[src/rtl/move_commit_if.sv]
// Move request channel and board read/write bus between the move controller and its environment.
// The controller sits on the slave side; the requester and board memory sit on the master side.
interface move_commit_if #(
  parameter int unsigned COORD_W = 4
);
  logic               move_valid;
  logic               move_ready;
  logic [COORD_W-1:0] move_x;
  logic [COORD_W-1:0] move_y;

  logic [COORD_W-1:0] rd_x;
  logic [COORD_W-1:0] rd_y;
  logic [1:0]         rd_data;

  logic [COORD_W-1:0] wr_x;
  logic [COORD_W-1:0] wr_y;
  logic [1:0]         wr_data;
  logic               write_enable;

  modport master (
    output move_valid, move_x, move_y, rd_data,
    input  move_ready, rd_x, rd_y, wr_x, wr_y, wr_data, write_enable
  );

  modport slave (
    input  move_valid, move_x, move_y, rd_data,
    output move_ready, rd_x, rd_y, wr_x, wr_y, wr_data, write_enable
  );
endinterface

[src/rtl/move_commit_ctrl.sv]
// Move sequencer in front of the board memory: checks the target point, commits the current
// player's stone or rejects the move, alternates turns, and sweeps the board clear on new_game.
module move_commit_ctrl #(
  parameter int unsigned COORD_W      = 4,
  parameter logic [1:0]  FIRST_PLAYER = 2'b01
) (
  input  logic               clock,
  input  logic               reset,
  input  logic               new_game,
  input  logic               game_over,
  move_commit_if.slave       bus,
  output logic [1:0]         current_player,
  output logic [2*COORD_W:0] move_count,
  output logic               accept_pulse,
  output logic               reject_pulse,
  output logic               clearing,
  output logic               board_full
);

  localparam int unsigned IdxW = 2 * COORD_W;
  localparam logic [IdxW:0] NumPoints = {1'b1, {IdxW{1'b0}}};

  typedef enum logic [1:0] {
    StIdle,
    StCheck,
    StWrite,
    StClear
  } state_e;

  state_e             state_q, state_d;
  logic [COORD_W-1:0] x_q, x_d;
  logic [COORD_W-1:0] y_q, y_d;
  logic [IdxW-1:0]    idx_q, idx_d;
  logic [1:0]         player_q, player_d;
  logic [IdxW:0]      count_q, count_d;

  // Last driven write address/data, so wr_* hold steady between writes.
  logic [COORD_W-1:0] wr_x_q, wr_x_d;
  logic [COORD_W-1:0] wr_y_q, wr_y_d;
  logic [1:0]         wr_data_q, wr_data_d;

  logic               move_ready;
  logic               write_enable;
  logic [COORD_W-1:0] wr_x;
  logic [COORD_W-1:0] wr_y;
  logic [1:0]         wr_data;

  assign board_full = (count_q == NumPoints);
  assign move_ready = (state_q == StIdle) && !game_over && !board_full && !new_game;

  always_comb begin
    state_d      = state_q;
    x_d          = x_q;
    y_d          = y_q;
    idx_d        = idx_q;
    player_d     = player_q;
    count_d      = count_q;
    write_enable = 1'b0;
    wr_x         = wr_x_q;
    wr_y         = wr_y_q;
    wr_data      = wr_data_q;
    accept_pulse = 1'b0;
    reject_pulse = 1'b0;

    unique case (state_q)
      StIdle: begin
        if (new_game) begin
          state_d = StClear;
          idx_d   = '0;
        end else if (bus.move_valid && move_ready) begin
          x_d     = bus.move_x;
          y_d     = bus.move_y;
          state_d = StCheck;
        end
      end

      StCheck: begin
        if (new_game) begin
          state_d = StClear;
          idx_d   = '0;
        end else if (bus.rd_data == 2'b00) begin
          state_d = StWrite;
        end else begin
          // Any non-empty code, including the illegal 2'b11, refuses the move.
          reject_pulse = 1'b1;
          state_d      = StIdle;
        end
      end

      StWrite: begin
        if (new_game) begin
          state_d = StClear;
          idx_d   = '0;
        end else begin
          write_enable = 1'b1;
          wr_x         = x_q;
          wr_y         = y_q;
          wr_data      = player_q;
          accept_pulse = 1'b1;
          player_d     = {player_q[0], player_q[1]};
          if (!board_full) begin
            count_d = count_q + 1'b1;
          end
          state_d = StIdle;
        end
      end

      StClear: begin
        write_enable = 1'b1;
        wr_x         = idx_q[IdxW-1:COORD_W];
        wr_y         = idx_q[COORD_W-1:0];
        wr_data      = 2'b00;
        if (new_game) begin
          idx_d = '0;
        end else if (idx_q == {IdxW{1'b1}}) begin
          idx_d    = '0;
          player_d = FIRST_PLAYER;
          count_d  = '0;
          state_d  = StIdle;
        end else begin
          idx_d = idx_q + 1'b1;
        end
      end

      default: begin
        state_d = StIdle;
      end
    endcase

    wr_x_d    = wr_x;
    wr_y_d    = wr_y;
    wr_data_d = wr_data;
  end

  always_ff @(posedge clock or posedge reset) begin
    if (reset) begin
      state_q   <= StIdle;
      x_q       <= '0;
      y_q       <= '0;
      idx_q     <= '0;
      player_q  <= FIRST_PLAYER;
      count_q   <= '0;
      wr_x_q    <= '0;
      wr_y_q    <= '0;
      wr_data_q <= 2'b00;
    end else begin
      state_q   <= state_d;
      x_q       <= x_d;
      y_q       <= y_d;
      idx_q     <= idx_d;
      player_q  <= player_d;
      count_q   <= count_d;
      wr_x_q    <= wr_x_d;
      wr_y_q    <= wr_y_d;
      wr_data_q <= wr_data_d;
    end
  end

  assign bus.move_ready   = move_ready;
  assign bus.rd_x         = x_q;
  assign bus.rd_y         = y_q;
  assign bus.wr_x         = wr_x;
  assign bus.wr_y         = wr_y;
  assign bus.wr_data      = wr_data;
  assign bus.write_enable = write_enable;

  assign current_player = player_q;
  assign move_count     = count_q;
  assign clearing       = (state_q == StClear);

  a_pulse_excl: assert property (@(posedge clock) disable iff (reset)
    !(accept_pulse && reject_pulse));
  a_no_pulse_in_clear: assert property (@(posedge clock) disable iff (reset)
    clearing |-> !(accept_pulse || reject_pulse));
  a_count_bound: assert property (@(posedge clock) disable iff (reset)
    move_count <= NumPoints);

endmodule

[src/flat_wrapper.sv]
// flat-port wrapper written by rule: the top's interface ports become plain ports
module move_commit_ctrl_flat 
#(
  parameter int unsigned COORD_W      = 4,
  parameter logic [1:0]  FIRST_PLAYER = 2'b01
)
  (clock, reset, new_game, game_over, current_player, move_count, accept_pulse, reject_pulse, clearing, board_full, bus_move_valid, bus_move_x, bus_move_y, bus_rd_data, bus_move_ready, bus_rd_x, bus_rd_y, bus_wr_x, bus_wr_y, bus_wr_data, bus_write_enable);
  move_commit_if #(.COORD_W(COORD_W)) bus_i ();
  input  logic clock;
  input  logic reset;
  input  logic new_game;
  input  logic game_over;
  output logic [1:0] current_player;
  output logic [2*COORD_W:0] move_count;
  output logic accept_pulse;
  output logic reject_pulse;
  output logic clearing;
  output logic board_full;
  input wire logic [$bits(bus_i.move_valid)-1:0] bus_move_valid;
  input wire logic [$bits(bus_i.move_x)-1:0] bus_move_x;
  input wire logic [$bits(bus_i.move_y)-1:0] bus_move_y;
  input wire logic [$bits(bus_i.rd_data)-1:0] bus_rd_data;
  output wire logic [$bits(bus_i.move_ready)-1:0] bus_move_ready;
  output wire logic [$bits(bus_i.rd_x)-1:0] bus_rd_x;
  output wire logic [$bits(bus_i.rd_y)-1:0] bus_rd_y;
  output wire logic [$bits(bus_i.wr_x)-1:0] bus_wr_x;
  output wire logic [$bits(bus_i.wr_y)-1:0] bus_wr_y;
  output wire logic [$bits(bus_i.wr_data)-1:0] bus_wr_data;
  output wire logic [$bits(bus_i.write_enable)-1:0] bus_write_enable;
  assign bus_i.move_valid = bus_move_valid;
  assign bus_i.move_x = bus_move_x;
  assign bus_i.move_y = bus_move_y;
  assign bus_i.rd_data = bus_rd_data;
  assign bus_move_ready = bus_i.move_ready;
  assign bus_rd_x = bus_i.rd_x;
  assign bus_rd_y = bus_i.rd_y;
  assign bus_wr_x = bus_i.wr_x;
  assign bus_wr_y = bus_i.wr_y;
  assign bus_wr_data = bus_i.wr_data;
  assign bus_write_enable = bus_i.write_enable;
  move_commit_ctrl #(.COORD_W(COORD_W), .FIRST_PLAYER(FIRST_PLAYER)) u_core (.clock(clock), .reset(reset), .new_game(new_game), .game_over(game_over), .bus(bus_i), .current_player(current_player), .move_count(move_count), .accept_pulse(accept_pulse), .reject_pulse(reject_pulse), .clearing(clearing), .board_full(board_full));
endmodule
[config.mk]
export PLATFORM = sky130hd
export DESIGN_NAME = move_commit_ctrl_flat
export DESIGN_NICKNAME = d
export VERILOG_FILES = /design/src/rtl/move_commit_if.sv /design/src/rtl/move_commit_ctrl.sv /design/src/flat_wrapper.sv
export SDC_FILE = /design/constraint.sdc
export NUM_CORES = 1
export LEC_CHECK = 0
export CORE_MARGIN = 10
export CORE_UTILIZATION = 52
export DETAILED_ROUTE_END_ITERATION = 10
export PLACE_DENSITY = 0.94
export SYNTH_ARGS = -nofsm -noshare
export SYNTH_HDL_FRONTEND = slang
export SYNTH_SLANG_ARGS = --single-unit
[constraint.sdc]
create_clock -name clock -period 3.5 [get_ports clock]
set_input_delay 0.7 -clock clock [delete_from_list [all_inputs] [get_ports clock]]
set_output_delay 0.7 -clock clock [all_outputs]
set_load 0.005 [all_outputs]
# Word level (Yosys, flattened, before mapping)

Index checks and enable logic that the tools add are counted.

Bits in registers: 39
Input bits: 15
Output and inout port bits: 35
Word-level logic and storage cells: 71

Add/subtract/negate cells: 2
Equality and inequality tests: 11
Muxes and demuxes: 33
Bitwise logic cells: 1
Reductions and logical operators: 15

Operators by type and width:

| operator              | count |
|---|---|
| $mux W9               | 4 |
| $mux W8               | 3 |
| $mux W2               | 11 |
| $pmux W9 S2           | 1 |
| $pmux W4 S2           | 2 |
| $pmux W8 S2           | 1 |
| $add A9 B1 Y9 const B | 1 |
| $eq A9 B9 Y1 const B  | 1 |
| $add A8 B1 Y8 const B | 1 |
| $eq A8 B8 Y1 const B  | 1 |
| $mux W4               | 2 |
| $pmux W2 S2           | 2 |
| $pmux W2 S4           | 1 |
| $ne A2 B2 Y1 const B  | 3 |
| $reduce_and A3 Y1     | 2 |
| $mux W1               | 5 |
| $reduce_and A5 Y1     | 1 |
| $eq A2 B2 Y1 const B  | 2 |
| $logic_and A1 B1 Y1   | 4 |
| $logic_not A2 Y1      | 2 |
| $ne A2 B1 Y1 const B  | 2 |
| $reduce_and A4 Y1     | 1 |
| $logic_not A1 Y1      | 3 |
| $ne A3 B3 Y1 const B  | 1 |
| 5 further kinds       | 5 |

# Longest topological paths before layout

Gate-level depths: netlist of the first run.

Depth after elaboration: 8
Mapped depth: 6
Depth with buffers taken out: 6

# Least setup slack after synthesis of the first run

OpenSTA, ideal clock, no wires.

Path type: input to output
Start: input new_game
End: output bus_wr_y[0]
Arrival time: 1.596 ns
Required time: 2.800 ns
Setup slack: 1.204 ns
Stages on the path: 4
Path through: clkbuf_1 clkbuf_1 a22oi_1 o21ai_0

Cells in the longest elaborated chain, start to end: 2

RTL lines:

| what               | RTL line               | RTL |
|---|---|---|
| start: declaration | flat_wrapper.sv:11     | `input logic new_game;` |
| $mux W4            | move_commit_ctrl.sv:91 | `if (new_game) begin` |
| $pmux W4 S2        | move_commit_ctrl.sv:65 | `unique case (state_q)` |
| end: declaration   | flat_wrapper.sv:27     | `output wire logic [$bits(bus_i.wr_y)-1:0] bus_wr_y;` |

Every way passes these cells.

# Worst setup path in the final report of the first run

Start: input new_game
End: output bus_wr_y[2]

Same word-level chain as after synthesis.

==> results of run 1 <==
power by group through the flow:
stage	Combinational, mW	Sequential (mW)	Clock [mW]
global route	0.305	0.574	0.404
finish	0.272	0.566	0.372
detailed placement	0.277	0.573	0
CTS	0.278	0.565	0.382
floorplan	0.130	0.559	0
global placement	0.268	0.569	0
how the worst min path moves through the flow:
stage	start	to	slack [ns]	cells past startpoint
floorplan	u_core.current_player[0]$_DFFE_PP1P_	u_core.current_player[0]$_DFFE_PP1P_	0.47	2
global placement	u_core.current_player[0]$_DFFE_PP1P_	u_core.current_player[0]$_DFFE_PP1P_	0.48	2
detailed placement	u_core.current_player[0]$_DFFE_PP1P_	u_core.current_player[0]$_DFFE_PP1P_	0.49	2
CTS	u_core.current_player[0]$_DFFE_PP1P_	u_core.current_player[0]$_DFFE_PP1P_	0.51	2
global route	u_core.current_player[0]$_DFFE_PP1P_	u_core.current_player[0]$_DFFE_PP1P_	0.54	2
finish	u_core.current_player[0]$_DFFE_PP1P_	u_core.current_player[0]$_DFFE_PP1P_	0.51	2
metrics by stage:
stage	util	instance area [sq um]	power, mW	worst slack [ns]
6_report	0.719	2630	1.21	0.334
5_1_grt	0.719	2630	1.28	0.216
4_1_cts	0.719	2630	1.22	0.332
3_5_place_dp	0.688	2520	0.849	0.329
3_3_place_gp	0.688	2520	0.837	0.408
2_1_floorplan	-	1970	0.689	1.20
cells by family (layout without fill, tap and decap cells):
group	Yosys count	in the layout
buffers and inverters	22	76
adders and majority gates	3	3
xor gates and xnor gates	8	8
and+or+nand+nor	65	65
AOI/OAI and AO/OA	47	47
DFF	39	39
muxes	10	10
area by class of cell:
| cell class | count | share of cell area |
|---|---|---|
| clock inverter | 3 | 0.0166 |
| clock buffer | 5 | 0.0261 |
| timing repair buffer | 55 | 0.203 |
| multi-input combinational | 133 | 0.341 |
| sequential | 39 | 0.371 |
| tap | 48 | 0.0228 |
| inverter | 13 | 0.0185 |
per-layer routing:
| layer | share of wire | wire length [um] | up-vias | GRT usage |
|---|---|---|---|---|
| met3 | 0.089 | 432 | 11 | 0.0491 |
| met4 | 0.021 | 104 | 0 | 0.0657 |
| met1 | 0.38 | 1870 | 844 | 0.194 |
| li1 | - | - | 784 | - |
| met5 | 0 | 0 | - | 0 |
| met2 | 0.51 | 2460 | 86 | 0.245 |
registers in the layout (all words and copies together) (netlist names):
register,flops
u_core.idx_q,8
u_core.wr_x_q,4
u_core.wr_y_q,4
u_core.move_count,9
u_core.bus.rd_x,4
u_core.wr_data_q,2
u_core.current_player,2
u_core.state_q,2
u_core.bus.rd_y,4
worst max-delay path, stage by stage:
cell	delay, ns
clkdlybuf4s50_1	0.53
buf_4	0.26
a22oi_1	0.11
o21ai_0	0.28
clkdlybuf4s50_1	0.57
placed cells by master, fill, tap and decap left out, types with 8 or more instances in the layout:
cell,synthesis,final
nor2_1,11,11
o21ai_0,15,15
inv_1,12,12
mux2_2,8,8
a22oi_1,8,8
nand2_1,17,17
clkdlybuf4s50_1,0,49
a21oi_1,15,15
dfrtp_1,38,38
==> reports/results.tsv, run 1 <==
metric	value	unit
outcome	finished, final reports clean	
syn_to_final_growth	33.9	%
diodes	0	
crit_path_start	new_game	
rows	22	
fin_crit	3.17	ns
syn-num-nets	212	
p_sw	0.338	mW
yosysWarnings	0	
p_seq_frac	0.468	
clock_skew	0.0100	ns
cp.required	2.80	ns
rsz0062_at_grt	no	
timing_worst_setup_path_type	in -> out	
synth.most_common_cell	dfrtp_1	
pwr-share-comb	0.225	
ys_seq_elements	39	
hold_slack	0.512	ns
io_pins	50	
htree_num_levels	2	
grtUsageTotal	0.156	
vias	1725	
numPortBuffers	49	
rrSetupSlack	1.55	ns
cp_max_fo	18	
cts_tree	built	
fill_cells	247	
syn_area	1970	sq um
clkSinkCount	39	
cts_root_buf	clkbuf_8	
netlist_top_cells_area	dfrtp_1 (48%), mux2_2 (4.6%), a21oi_1 (3.8%), o21ai_0 (3.8%), nand2_1 (3.2%)	
synth_compound_area_frac	0.144	
setup-violations-final	0	
synth_simple_gate_area_frac	0.199	
finalHoldViolations	0	
power.density	460	nW/um^2
multi_input_comb_area	898	sq um
synth_mux_area_frac	0.0586	
synth_common_cells	dfrtp_1 (38), nand2_1 (17), a21oi_1 (15), o21ai_0 (15), inv_1 (12)	
grt_max_degree	25	
routed_wl	4.87	mm
postCtsHoldBufs	0	
synth_fa_ha_area_frac	0.0191	
cts_buffer_depth	2	
tns	0	ns
synthFlopType	dfrtp_1	
cts_buffers	5	
antenna_found_initial	0	
grt_pass1_vias	1639	
start_util	0.537	
syn_inst	194	
async_reset_ff_frac	1.00	
r2r-end	u_core.move_count[0]$_DFFE_PP0P_	
synth_largest_area_cell	dfrtp_1	
p_int	0.873	mW
cts_setup_buffers	0	
synth_top_family_by_area	simple AND/OR/NAND/NOR gates	
ys_types	40	
cellLeakagePower	1.14	nW
dr.pass1.iters	7	
seq_area	977	sq um
synth_edf_count	0	
first_iter_violations	219	
avgSynthCellArea	10.1	sq um
grt-ovfl-total	0	
synthXorXnorAreaFrac	0.0356	
maxCapViolCount	0	
synth_top_cell_area_share	0.484	
dp_cells	288	
fin_cells	296	
nets	265	
crit_path_end_kind	primary output	
cts_resized	0	
clk_pin_slew	0.07	ns
swShare	0.279	
worstMarginPinSlew	0.572	ns
cp.arrival	2.47	ns
cp-endpoint	bus_wr_y[2]	
wl_per_cell	16.5	um
r2r_cells	5	
drive_above_1_share	0.129	
core	3660	sq um
seq_area_frac_synth	0.497	
power_frac_clock	0.308	
gp_congestion	0.868	
r2r-start	u_core.state_q[1]$_DFFE_PP0P_	
drtAntennaViolNets	0	
hpwl	3.61	mm
via_per_inst	5.83	
fp.dieW	81.5	um
max_freq	316	MHz
die-height	81.5	um
startpoint_type	input pin	
dieArea	6640	sq um
hold_path_class	reg -> reg	
irDropWorstVdd	0.000295	V
drcViolationCount	0	
grt_pass1_wl	8.12	mm
clk_latency	0.30	ns
post-route-period-util	0.905	
relSlewSlack	0.618	
drv_slew	0	
No activity file was read; power rests on OpenSTA's default activity.
==> run 2, diff against run 1 <==
--- a/config.mk
+++ b/config.mk
@@ -5,10 +5,10 @@
 export SDC_FILE = /design/constraint.sdc
 export NUM_CORES = 1
 export LEC_CHECK = 0
-export CORE_MARGIN = 10
-export CORE_UTILIZATION = 52
+export CORE_MARGIN = 1
+export CORE_UTILIZATION = 44
 export DETAILED_ROUTE_END_ITERATION = 10
-export PLACE_DENSITY = 0.94
+export PLACE_DENSITY = 0.86
 export SYNTH_ARGS = -nofsm -noshare
 export SYNTH_HDL_FRONTEND = slang
 export SYNTH_SLANG_ARGS = --single-unit
==> constraint.sdc (replaced) <==
create_clock -name clock -period 2.6 [get_ports clock]
set_input_delay 0.52 -clock clock [delete_from_list [all_inputs] [get_ports clock]]
set_output_delay 0.52 -clock clock [all_outputs]
set_load 0.005 [all_outputs]
==> run 2 against run 1 <==
Against the previous run:
- sequential power grew 34%
- flip-flop and latch count is the same
- core utilization shrank 5.0 points
==> reports/results.tsv, run 2 (same netlist as run 1, synthesis figures left out) <==
metric	value	unit	change
worstMarginPinSlew	0.488	ns	-0.0850 ns
tns	0	ns	unchanged
reg_top3	u_core.move_count (9), u_core.idx_q (8)		
power.density	605	nW/um^2	+32%
via_per_inst	5.44		-6.7%
grt_pass1_wl	7.30	mm	-10%
drcViolationCount	0		unchanged
crit_buf_inv	3		unchanged
final_core_util	0.669		-0.0503
die-height	68.8	um	-16%
path_depth	5		unchanged
p_int	1.21	mW	+39%
dp_slack	-0.289	ns	-0.618 ns
irDropWorstVdd	0.000481	V	+63%
cts_buffers	5		unchanged
numPortBuffers	49		unchanged
rows	23		+4.5%
diodes	0		unchanged
routed_wl	4.59	mm	-5.9%
grt-ovfl-total	0		unchanged
io_pins	50		unchanged
p_seq_frac	0.452		-0.016
dr.pass1.iters	4		-3
power_frac_clock	0.301		-0.007
final_cell_mix	clkdlybuf4s50_1 (47), dfrtp_1 (37), buf_4 (19), nand2_1 (16), a21oi_1 (15)		
final_common_cell	clkdlybuf4s50_1		
cellLeakagePower	1.23	nW	+8.3%
setup_slack	0.0878	ns	-0.246 ns
hpwl	3.28	mm	-9.2%
startpoint_type	input pin		
syn_to_final_growth	41.0	%	
first_iter_violations	75		-66%
grt_pass1_vias	1512		-7.7%
start_util	0.474		-0.0626
core	4140	sq um	+13%
vias	1691		-2.0%
cts_tree	built		
crit_path_cell_trace	dlygate4sd2_1 -> or3b_4 -> clkinv_1 -> a22o_1 -> clkdlybuf4s50_1		
swShare	0.277		-0.00186
max_stage_delay	0.50	ns	-0.07 ns
clk_pin_slew	0.07	ns	about the same
antenna_found_initial	0		unchanged
clk_latency	0.30	ns	about the same
p_sw	0.465	mW	+38%
largest_reg_flops	9		unchanged
drive_above_1_share	0.203		+0.0740
r2r_cells	4		-1
crit_path_end_kind	primary output		
gp_congestion	0.855		-1.6%
cp_max_fo	6		-12
drtAntennaViolNets	0		unchanged
timing_worst_setup_path_type	in -> out		
nets	278		+4.9%
pwr-share-comb	0.248		+0.023
crit_path_start	new_game		
htree_num_levels	2		unchanged
cp.arrival	1.99	ns	-0.48 ns
cp.required	2.08	ns	-0.72 ns
grtUsageTotal	0.216		+0.0607
outcome	finished, final reports clean		
fp.dieW	68.8	um	-16%
clkSinkCount	39		unchanged
dieArea	4740	sq um	-29%
postCtsHoldBufs	0		unchanged
top_register	u_core.move_count		
rsz0062_at_grt	no		
hold_path_class	reg -> reg		
min_from	u_core.current_player[0]$_DFFE_PP1P_		
path_delay_family	buffers and inverters		
setup-violations-final	0		unchanged
relSlewSlack	0.675		+0.0571
fin_crit	2.51	ns	
cts_buffer_depth	2		unchanged
wl_per_cell	14.7	um	-10%
maxCapViolCount	0		unchanged
post-route-period-util	0.966		
r2r-start	u_core.move_count[2]$_DFFE_PP0P_		
finalHoldViolations	0		unchanged
cts_root_buf	clkbuf_8		
clock_skew	0.0115	ns	+0.00144 ns
min_path_cells	2		unchanged
max_freq	398	MHz	
crit_slowest_cell	clkdlybuf4s50_1		
drv_slew	0		unchanged
grt_max_degree	40		+60%
## run 2: final timing paths
path,to,slack [ns]
setup / recovery,bus_wr_data[1],0.09
hold / removal,u_core.current_player[0]$_DFFE_PP1P_,0.50
setup reg to reg,u_core.bus.rd_x[1]$_DFFE_PP0P_,0.83
hold reg to reg,u_core.current_player[0]$_DFFE_PP1P_,0.50
max in group asynchronous,u_core.move_count[0]$_DFFE_PP0P_,1.60
min in group asynchronous,u_core.bus.rd_x[0]$_DFFE_PP0P_,0.63
## run 2: final cells by class
type,instances,area (sq um)
clock buffers,5,68.8
repair buffers,68,634
clock inverters,3,43.8
inverters,13,52.6
multi-input cells,133,931
well taps,50,62.6
fillers,328,1370
flip-flops and latches,39,978
## run 2: repair_timing
action | in CTS | in global routing
gates resized for setup | 8 | 11
setup endpoints to repair | 13 | 11
setup buffers | 1 | 3
## run 2: layer usage
layer	global-route usage	vias up	share of wire
li1	-	822	-
met1	0.267	816	0.43
met2	0.357	44	0.51
met3	0.0625	9	0.047
met4	0.0791	0	0.017
met5	0	-	0
## run 2: worst min-delay path, cell delays in order (launching register included)
cell and delay [ns]:
dfstp_2 0.38, inv_1 0.06, a21oi_1 0.06
## run 2: stage by stage
| step | total power, mW | cell area (sq um) | hold slack [ns] | std cells |
|---|---|---|---|---|
| 2_1_floorplan | 0.927 | 1970 | 0.471 | 194 |
| 3_3_place_gp | 1.13 | 2590 | 0.483 | 299 |
| 3_5_place_dp | 1.15 | 2590 | 0.485 | 299 |
| 4_1_cts | 1.66 | 2720 | 0.495 | 308 |
| 5_1_grt | 1.77 | 2770 | 0.540 | 311 |
| 6_report | 1.68 | 2770 | 0.496 | 311 |
## run 2: power groups by stage
stage	Sequential [mW]	Clock, mW	Combinational [mW]
after floorplan	0.752	0	0.175
after global placement	0.761	0	0.374
after detailed placement	0.766	0	0.383
after CTS	0.754	0.518	0.392
after global routing	0.769	0.537	0.461
final	0.758	0.505	0.415
==> patch 1 (config.mk and constraints of run 1) <==
`COORD_W` is set to 4 in 3 places; all go to 6.
--- a/src/rtl/move_commit_if.sv
+++ b/src/rtl/move_commit_if.sv
@@ -2,5 +2,5 @@
 // The controller sits on the slave side; the requester and board memory sit on the master side.
 interface move_commit_if #(
-  parameter int unsigned COORD_W = 4
+  parameter int unsigned COORD_W = 6
 );
   logic               move_valid;
--- a/src/rtl/move_commit_ctrl.sv
+++ b/src/rtl/move_commit_ctrl.sv
@@ -2,5 +2,5 @@
 // player's stone or rejects the move, alternates turns, and sweeps the board clear on new_game.
 module move_commit_ctrl #(
-  parameter int unsigned COORD_W      = 4,
+  parameter int unsigned COORD_W      = 6,
   parameter logic [1:0]  FIRST_PLAYER = 2'b01
 ) (
--- a/src/flat_wrapper.sv
+++ b/src/flat_wrapper.sv
@@ -2,5 +2,5 @@
 module move_commit_ctrl_flat 
 #(
-  parameter int unsigned COORD_W      = 4,
+  parameter int unsigned COORD_W      = 6,
   parameter logic [1:0]  FIRST_PLAYER = 2'b01
 )
Ports: changed (7 resized); port bits go from 50 to 66. The function was not compared with the original's and may differ.
==> patch 1 against run 1 <==
- final cell count grew 38%
- combinational power up 45%
- setup slack worse by 51 ps
- total power up 25%
- area after synthesis up 40%
- largest power group unchanged
- maximum frequency is 1.6% lower
- synthesized cell count grew 41%
- first-iteration DRC count fell by 29%
- final area up 35%
- sequential cell count grew 16
- routed wire length is 55% higher
- critical path depth grew 1
==> patch 1: results (changes against run 1) <==
placement:
  placed_cells: 402  # was 288
  place_hpwl_um: 5510  # was 3610 um
  preCtsSetupSlack_ps: 299  # was 329 ps
  globalplace.congestion: 0.863  # was 0.868
  placed_cell_area_sq_mm: 0.00349  # was 0.00252 sq mm
sta:
  setup_ws_ps: 283  # was 334 ps
  skew_ps: 4.86  # was 10.0 ps
  hold_slack_ps: 486  # was 512 ps
  worstMarginPinSlew_ps: 592  # was 572 ps
setup_path:
  rr_startpoint: "u_core.idx_q[0]"  # was u_core.state_q[1]
  crit_fanout: 6  # was 18
  crit_arrival_ps: 2520  # was 2470 ps
  r2r_slack_ps: 1430  # was 1550 ps
  worstSetupEndpoint: "bus_wr_x[1]"  # was bus_wr_y[2]
  timing.rr.end: "u_core.move_count[12]"  # was u_core.move_count[0]
final_layout:
  nets: 361  # was 265
  final.fill_count: 405  # was 247
  drive_above_1_share_pct: 9.17  # was 12.9%
  reg.largest.list: "u_core.move_count x13, u_core.idx_q x12"  # was u_core.move_count x9, u_core.idx_q x8
  layout.cells.non_filler: 408  # was 296
detailed_routing:
  drt_iter0_markers: 156  # was 219
  dr_wl_met2_um: 3480  # was 2460 um
  vias_per_cell: 6.04  # was 5.83
  wirelength_um: 7540  # was 4870 um
  dr_wl_met3_um: 695  # was 432 um
  wl_met1_um: 3300  # was 1870 um
logic_synthesis:
  ys_types: 47  # was 40
  synth-seq-area-share_pct: 49.9  # was 49.7%
  yosys-top-cells-area: "dfrtp_1 49%, mux2_2 5.3%, a21oi_1 4.4%"  # was dfrtp_1 48%, mux2_2 4.6%, a21oi_1 3.8%
  postSynthAreaPerCell_sq_um: 10.1  # about the same
global_route:
  met3_usage_pct: 6.94  # was 4.91%
  track_usage_pct: 17.5  # was 15.6%
  grt_max_degree: 33  # was 25
worst_hold_path:
  hold_start: "u_core.wr_data_q[0]"  # was u_core.current_player[0]
  worstHoldEndpoint: "u_core.wr_data_q[0]"  # was u_core.current_player[0]
power_and_ir_drop:
  irDropWorstVdd_mv: 0.326  # was 0.295 mV
run_status:
  outcome: "completed"  # unchanged
clock_network:
  clk_pin_slew_ps: 90  # was 70 ps
-- patch 1: area by class of cell --
class | count | area [sq um] | area share, %
Sequential cell | 55 | 1380 | 38.7
Multi-Input combinational cell | 193 | 1270 | 35.6
Timing Repair Buffer | 74 | 718 | 20.2
Tap cell | 70 | 87.6 | 2.46
Clock buffer | 6 | 72.6 | 2.04
Inverter | 10 | 37.5 | 1.05
-- patch 1: cell families (layout without fill, tap and decap cells) --
logic type      Yosys count  count (layout)  share of synthesized area [%]
simple gates             92              92                           17.9
mux                      16              16                           6.39
buf+inv                  25              90                           4.08
compound gates           78              78                           19.1
fa+ha+maj                 3               3                           1.36
xor+xnor                  4               4                           1.27
flops                    55              55                           49.9
-- patch 1: power by group --
part	internal (mW)	switching [mW]	leakage (nW)
registers	0.709	0.0795	0.742
logic	0.216	0.178	0.754
clock network	0.134	0.196	0.0371
-- patch 1: worst min-delay path: stages (launching register included) --
cell,delay [ps]
dfrtp_1,340
nand2_1,40
nand2_1,70
==> patch 2 (config.mk and constraints of run 1) <==
Without the edit above. Reset style: synchronous (`reset`), changed in one clocked block.
--- a/src/rtl/move_commit_ctrl.sv
+++ b/src/rtl/move_commit_ctrl.sv
@@ -133,5 +133,5 @@
   end
 
-  always_ff @(posedge clock or posedge reset) begin
+  always_ff @(posedge clock) begin
     if (reset) begin
       state_q   <= StIdle;
Formal check against the unedited RTL: differs if reset is asserted again (counterexample within 4 cycles, from zero or initial values and one cycle with reset high); with reset held inactive, the same outputs for 10 cycles.
==> patch 2 against run 1 <==
- first-iteration DRC count shrank 36%
- area after synthesis rose by 0.70%
- synthesized cell count up 19%
- sequential cell count unchanged
- maximum frequency grew 4.3%
- register-to-register slack got worse by 140 ps
- routed wire length is 7.8% higher
- final area shrank 2.1%
- utilization decreased by 1.5 points
- sequential share of layout area down 6.8 points
- setup slack better by 130 ps
- critical path type is now flop to primary output
- critical endpoint is now bus_wr_x[1]
- largest cell class is now multi-input combinational cells
Power is not compared: it rests on default switching activity, and its combinational part moved more than twofold at a synthesized area within 25%.
==> patch 2: results (changes against run 1) <==
run_status:
  outcome: "completed"  # unchanged
logic_synthesis:
  postSynthAreaPerCell_sq_um: 8.61  # was 10.1 sq um
  synth-seq-area-share_pct: 39.4  # was 49.7%
  yosys-top-cells-area: "dfxtp_1 39%, mux2i_1 7.1%, a22oi_1 6.1%"  # was dfrtp_1 48%, mux2_2 4.6%, a21oi_1 3.8%
  ys_async_sr_fraction_pct: 0  # was 100%
  syn_nets: 248  # was 212
  ys_types: 44  # was 40
  synthTopCellsByCount: "39 x dfxtp_1, 18 x nand2_1, 17 x nor2_1, 16 x a22oi_1, 14 x mux2i_1"  # was 38 x dfrtp_1, 17 x nand2_1, 15 x a21oi_1, 15 x o21ai_0, 12 x inv_1
setup_path:
  timing.rr.end: "u_core.bus.rd_x[1]"  # was u_core.move_count[0]
  worstSetupEndpoint: "bus_wr_x[1]"  # was bus_wr_y[2]
  rr_startpoint: "u_core.move_count[0]"  # was u_core.state_q[1]
  startpoint: "u_core.state_q[1]"  # was new_game
  ff2ff_path_depth: 6  # was 5
  r2r_slack_ps: 1410  # was 1550 ps
  crit_fanout: 14  # was 18
sta:
  setup_ws_ps: 463  # was 334 ps
  relSlewSlack_pct: 42.8  # was 61.8%
  hold_slack_ps: 495  # was 512 ps
  skew_ps: 6.73  # was 10.0 ps
worst_hold_path:
  hold_start: "u_core.current_player[0]"  # unchanged
  worstHoldEndpoint: "u_core.current_player[1]"  # was u_core.current_player[0]
detailed_routing:
  firstDrtPassIters: 4  # was 7
  dr_wl_met2_um: 2460  # about the same
  wl_met1_um: 2080  # was 1870 um
  vias_per_cell: 6.06  # was 5.83
  drt_iter0_markers: 140  # was 219
  wl_per_cell_um: 16.2  # was 16.5 um
  num_vias: 1969  # was 1,725
  dr_wl_met3_um: 572  # was 432 um
placement:
  placed_cells: 317  # was 288
  placed_cell_area_sq_mm: 0.00249  # was 0.00252 sq mm
  preCtsSetupSlack_ps: 470  # was 329 ps
  globalplace.congestion: 0.948  # was 0.868
  place_hpwl_um: 3800  # was 3610 um
power_and_ir_drop:
  power_mw: 0.851
global_route:
  met3_usage_pct: 7.31  # was 4.91%
  track_usage_pct: 16.3  # was 15.6%
  grt_pass1_wl_um: 8670  # was 8120 um
  first_global_vias: 1938  # was 1,639
  grt_max_degree: 27  # was 25
  grt_use_met2_pct: 26.9  # was 24.5%
final_layout:
  drive_above_1_share_pct: 5.78  # was 12.9%
[patch 2: cell count changes in the layout (fill, tap and decap cells not counted), sizes merged, moves of 5 or more]
cell and change:
dfrtp -38, a21oi -6, nor2 +6, dfxtp +39, nand2b +6, xnor2 -5, mux2 -9, mux2i +13
a22oi +8, nor2b +6, inv -7
[patch 2: layout make-up]
| class | count | area [sq um] |
|---|---|---|
| Fill cell | 296 | 1080 |
| Clock inverter | 2 | 12.5 |
| Inverter | 6 | 22.5 |
| Tap cell | 48 | 60.1 |
| Sequential cell | 39 | 781 |
| Multi-Input combinational cell | 170 | 1100 |
| Timing Repair Buffer | 54 | 528 |
| Clock buffer | 6 | 72.6 |
[patch 2: cells by family (layout without fill, tap and decap cells)]
logic type	count (synthesis)	in the layout	share of synthesized area, %
adders and majority gates	3	3	1.90
DFF	39	39	39.4
xor gates and xnor gates	3	3	1.33
muxes	14	14	7.08
buffers and inverters	21	68	4.99
and+or+nand+nor	91	91	25.3
AOI/OAI and AO/OA	59	59	19.9
